**src/rtl/hcm_address_arbiter.sv**
```systemverilog
// Round-robin arbiter for the single hit-count-memory address port.
// Each cycle that storageReady is high, at most one requester is granted. The
// winner's address is registered onto the HCM port with a one-cycle strobe.
// Ports:
//   clock, reset      rising-edge clock, asynchronous active-high reset
//   storageReady      HCM can accept an address this cycle
//   reqValid[i]       requester i presents a valid address
//   reqAddress        requester i address in [i*ADDRBITS +: ADDRBITS]
//   reqAck            one-hot, one-cycle acknowledge of the served requester
//   address           registered address to the HCM
//   newAddress        one-cycle strobe qualifying address
//   grantIndex        index of the requester behind the current strobe
//   grantCount        saturating count of grants since reset
module hcm_address_arbiter #(
    parameter int unsigned NREQ     = 4,
    parameter int unsigned ADDRBITS = 8,
    parameter int unsigned CNTBITS  = 16
) (
    input  logic                     clock,
    input  logic                     reset,
    input  logic                     storageReady,
    input  logic [NREQ-1:0]          reqValid,
    input  logic [NREQ*ADDRBITS-1:0] reqAddress,
    output logic [NREQ-1:0]          reqAck,
    output logic [ADDRBITS-1:0]      address,
    output logic                     newAddress,
    output logic [2:0]               grantIndex,
    output logic [CNTBITS-1:0]       grantCount
);

    localparam int unsigned PW = (NREQ > 1) ? $clog2(NREQ) : 1;

    logic [PW-1:0]       ptr;
    logic [NREQ-1:0]     eligible;
    logic                found;
    logic [PW-1:0]       win;
    logic [PW-1:0]       idx;
    logic [PW-1:0]       ptr_next;
    logic [ADDRBITS-1:0] win_addr;
    logic [NREQ-1:0]     win_onehot;

    // Circular scan from the priority pointer; a requester in its ack cycle is masked out.
    always_comb begin
        eligible   = reqValid & ~reqAck;
        found      = 1'b0;
        win        = '0;
        idx        = '0;
        win_addr   = '0;
        win_onehot = '0;
        for (int unsigned k = 0; k < NREQ; k++) begin
            idx = PW'((32'(ptr) + k) % NREQ);
            if (!found && eligible[idx]) begin
                found = 1'b1;
                win   = idx;
            end
        end
        for (int unsigned k = 0; k < NREQ; k++) begin
            if (win == PW'(k)) begin
                win_addr      = reqAddress[k*ADDRBITS +: ADDRBITS];
                win_onehot[k] = 1'b1;
            end
        end
        // Pointer wraps modulo NREQ, which need not be a power of two.
        ptr_next = (win == PW'(NREQ - 1)) ? '0 : win + PW'(1);
    end

    // Grant register: address, strobe, ack, pointer and counter.
    always_ff @(posedge clock or posedge reset) begin
        if (reset) begin
            ptr        <= '0;
            address    <= '0;
            newAddress <= 1'b0;
            reqAck     <= '0;
            grantIndex <= '0;
            grantCount <= '0;
        end else if (storageReady && found) begin
            ptr        <= ptr_next;
            address    <= win_addr;
            newAddress <= 1'b1;
            reqAck     <= win_onehot;
            grantIndex <= 3'(win);
            if (grantCount != '1) begin
                grantCount <= grantCount + CNTBITS'(1);
            end
        end else begin
            newAddress <= 1'b0;
            reqAck     <= '0;
        end
    end

endmodule
```
**config.mk**
```make
export PLATFORM = sky130hd
export DESIGN_NAME = hcm_address_arbiter
export DESIGN_NICKNAME = d
export VERILOG_FILES = /design/src/rtl/hcm_address_arbiter.sv
export SDC_FILE = /design/constraint.sdc
export NUM_CORES = 1
export LEC_CHECK = 0
export BUFFER_PORTS_ARGS = -buffer_cell sky130_fd_sc_hd__buf_2
export CORE_MARGIN = 3
export CORE_UTILIZATION = 53
export CTS_CLUSTER_DIAMETER = 60
export DETAILED_ROUTE_END_ITERATION = 7
export PLACE_DENSITY = 0.9
export SLEW_MARGIN = 20
export SYNTH_ARGS = -nofsm -noshare
export SYNTH_HDL_FRONTEND = slang
export SYNTH_SLANG_ARGS = --single-unit
```
**constraint.sdc**
```tcl
create_clock -name clock -period 4.1 [get_ports clock]
set_input_delay 0.82 -clock clock [delete_from_list [all_inputs] [get_ports clock]]
set_output_delay 0.82 -clock clock [all_outputs]
set_load 0.02 [all_outputs]
```
==> run metrics <==
outcome=completed; Worst slew margin=0.333; Vias/cell=5.39; hold_buf cts=0; fillers=around 280; Initial Util=0.557; Die X=65.7 um; WL final=between 4000 and 5000 um; Netlist cell types=42; global-route wire length before repair=roughly 7200 um; 1st-iter DRT viols=slightly below 70; Sw Share=0.438; Placed Cells=just under 300; ANT nets after route=0; Routed met3 length=about 210 um; clock latency on the worst-skew pair=0.34 ns; min Tclk post-route=between 2 and 2.5 ns; post_cts resized=0; met2 WL=around 2200 um; worst hold path class=register to register; Req. time, crit path=about 4.3 ns; CTS tree=yes; number of global-route vias before repair=1617; Clock Skews=around 0.014 ns; Worst Path Arrival=between 2 and 3 ns; cell internal pwr=831 uW; max layer used=met4; Post-Place Worst Slack=between 1 and 1.5 ns; register share of total power=0.371; combinational power share=0.487; syn nets=236; grt ovf=0; CTS H-tree depth=2; synthesized instance count=192; Max FO, Critical Path=17; Max IR drop VDD=0.343 mV; Chip Height=65.7 um; layout cell share with drive strength beyond 1=0.340; Tot Pwr=about 1500 uW; Core Area=roughly 3400 um2; via count=approximately 1600; fin nets=between 300 and 400; # DRC=0; DR WL/cell=~14 um; largest net degree at the start of global routing=34; mean post-synth cell area=roughly 10 um2; clock share of power=0.142; Seq/Total Area, Yosys=0.437; PD cells=around 640 nW/um2; leak pwr=between 0.001 and 0.0015 uW; final setup vio count=0; WL met1=about 1800 um; DRT Pass-1 Iters=4; crit path kind=primary input to register; synthesis warning total=0; final cell count without fillers=between 300 and 400; Detail Placement HPWL=~3300 um; synthesis-to-finish area growth=22.2%; most area-consuming cells after synthesis=dfrtp_1, xor2_1, a21oi_1; GPL Wtd Cong=approximately 0.76; GRT Total Usage=0.218; total CTS buffers=5; die area=between 4000 and 5000 um2; post-synth top area share=0.437; I/O Buffers=69; crit end category=register; RSZ-0062 raised after global routing=false; Seq cells post-synth=33; antenna violations before repair=0; clk sinks=33; Worst-Margin Slew=0.997 ns; post-synth top area cell=dfrtp_1; CTS max path bufs=2; switching power=about 650 uW; Boundary Pins=slightly above 70; Hold WS=around 0.50 ns; Setup WS post-layout=1.64 ns; Max-Cap Viols=0; Root Driver=clkbuf_4; Max Slew Vio Count=0; Diodes inserted=0; CTS clk-pin slew, worst paths=around 0.09 ns; Site Rows=21; CP startpoint kind=primary input; Syn Std Cell Area=about 1900 um2; part of the cycle the worst path needs=0.600; Post-CTS Setup Inserts=0; TNS Setup=0 ns; max frequency=just over 400 MHz; Final Hold Viols=0
==> synth_stat cells <==
library cell / number
xor2_1: 12
inv_1: 13
a221oi_1: 8
nand2_1: 10
o21ai_1: 1
nand3_1: 5
ha_1: 5
xnor2_1: 1
buf_2: 1
and3_1: 2
o22ai_1: 1
and2_1: 5
nor2_2: 1
o21ai_0: 2
nand4_1: 3
inv_2: 1
conb_1: 1
nand4_2: 1
o221ai_1: 2
a21oi_1: 18
buf_6: 1
o41ai_4: 1
mux2_2: 1
nor2b_4: 2
nand2b_1: 4
a21o_1: 1
dfrtp_1: 33
nor2b_2: 1
nor2b_1: 8
nor4b_1: 2
mux2_1: 2
o31ai_1: 1
a211o_1: 8
nor2_1: 9
nor3b_1: 1
nor3_1: 3
buf_4: 4
and4_1: 1
nor4_1: 8
clkbuf_1: 6
and2b_1: 1
nor4_4: 1
==> sequential cells by signal, summed over array words and instances, names as in the netlist <==
register and count:
address 8, grantCount 16, grantIndex 2, newAddress 1, ptr 2, reqAck 4
==> final timing paths <==
check                                   start            end  slack (ns)  cells after the start
worst max-delay path              reqValid[1]     address[3]        1.64                     10
min in group asynchronous               reset     newAddress        0.54                      3
worst min register to register  grantIndex[1]  grantIndex[1]        0.50                      2
max in group asynchronous               reset  grantIndex[1]        3.26                      3
worst min-delay path            grantIndex[1]  grantIndex[1]        0.50                      2
worst max register to register      reqAck[1]     address[3]        1.79                      9
==> power groups by stage <==
stage	combinational (uW)	clock [uW]	sequential [uW]
2_1_floorplan	402	0	664
3_3_place_gp	711	0	549
3_5_place_dp	727	0	553
4_1_cts	728	211	548
5_1_grt	793	228	570
6_report	719	210	548
==> cell type report <==
type                            count  area (um2)  area share
Inverter                           14        52.6      0.0228
Clock buffer                        7        65.1      0.0282
Tap cell                           46        57.6      0.0249
Sequential cell                    33         826       0.358
Timing Repair Buffer               71         360       0.156
Clock inverter                      1        5.00     0.00217
Multi-Input combinational cell    133         942       0.408
==> metal layers <==
layer / track usage / vias to the layer above
met1: 0.271 / 787
met3: 0.0667 / 5
met4: 0.0596 / 0
met2: 0.363 / 39
met5: 0 / -
li1: - / 813
==> layout by cell type, fill, tap and decap left out, types with 3 or more instances in the layout <==
master	netlist	final
a221oi_1	8	8
nor4_1	8	8
nand4_1	3	3
nor3_1	3	3
nand2b_1	4	4
clkbuf_4	0	5
nor2b_1	8	8
xor2_1	12	12
dfrtp_1	33	33
a211o_1	8	8
inv_1	13	13
nor2_1	9	9
and2_1	5	5
ha_1	5	5
nand3_1	5	5
buf_2	1	69
a21oi_1	18	18
nand2_1	10	10
==> critical path, stage by stage <==
cell and delay (ns):
buf_2 0.07, nor2b_4 0.19, o221ai_1 0.14, a21o_1 0.24, inv_1 0.12, ha_1 0.48
nor2b_1 0.10, a221oi_1 0.29, a211o_1 0.17, a21oi_1 0.06
==> per-stage QoR <==
stage          area (um2)   util
4_1_cts              2310  0.681
3_3_place_gp         2240  0.660
3_5_place_dp         2240  0.660
6_report             2310  0.681
2_1_floorplan        1890      -
5_1_grt              2310  0.681
==> logic make-up after synthesis <==
| group | after synthesis | share of synthesized area |
|---|---|---|
| DFF | 33 | 0.437 |
| muxes | 3 | 0.0179 |
| AOI/OAI and AO/OA | 43 | 0.165 |
| other | 1 | 0.00198 |
| xor gates and xnor gates | 13 | 0.0603 |
| and+or+nand+nor | 68 | 0.221 |
| adders and majority gates | 5 | 0.0331 |
| buffers and inverters | 26 | 0.0642 |
Power figures use the tool's default switching activity.
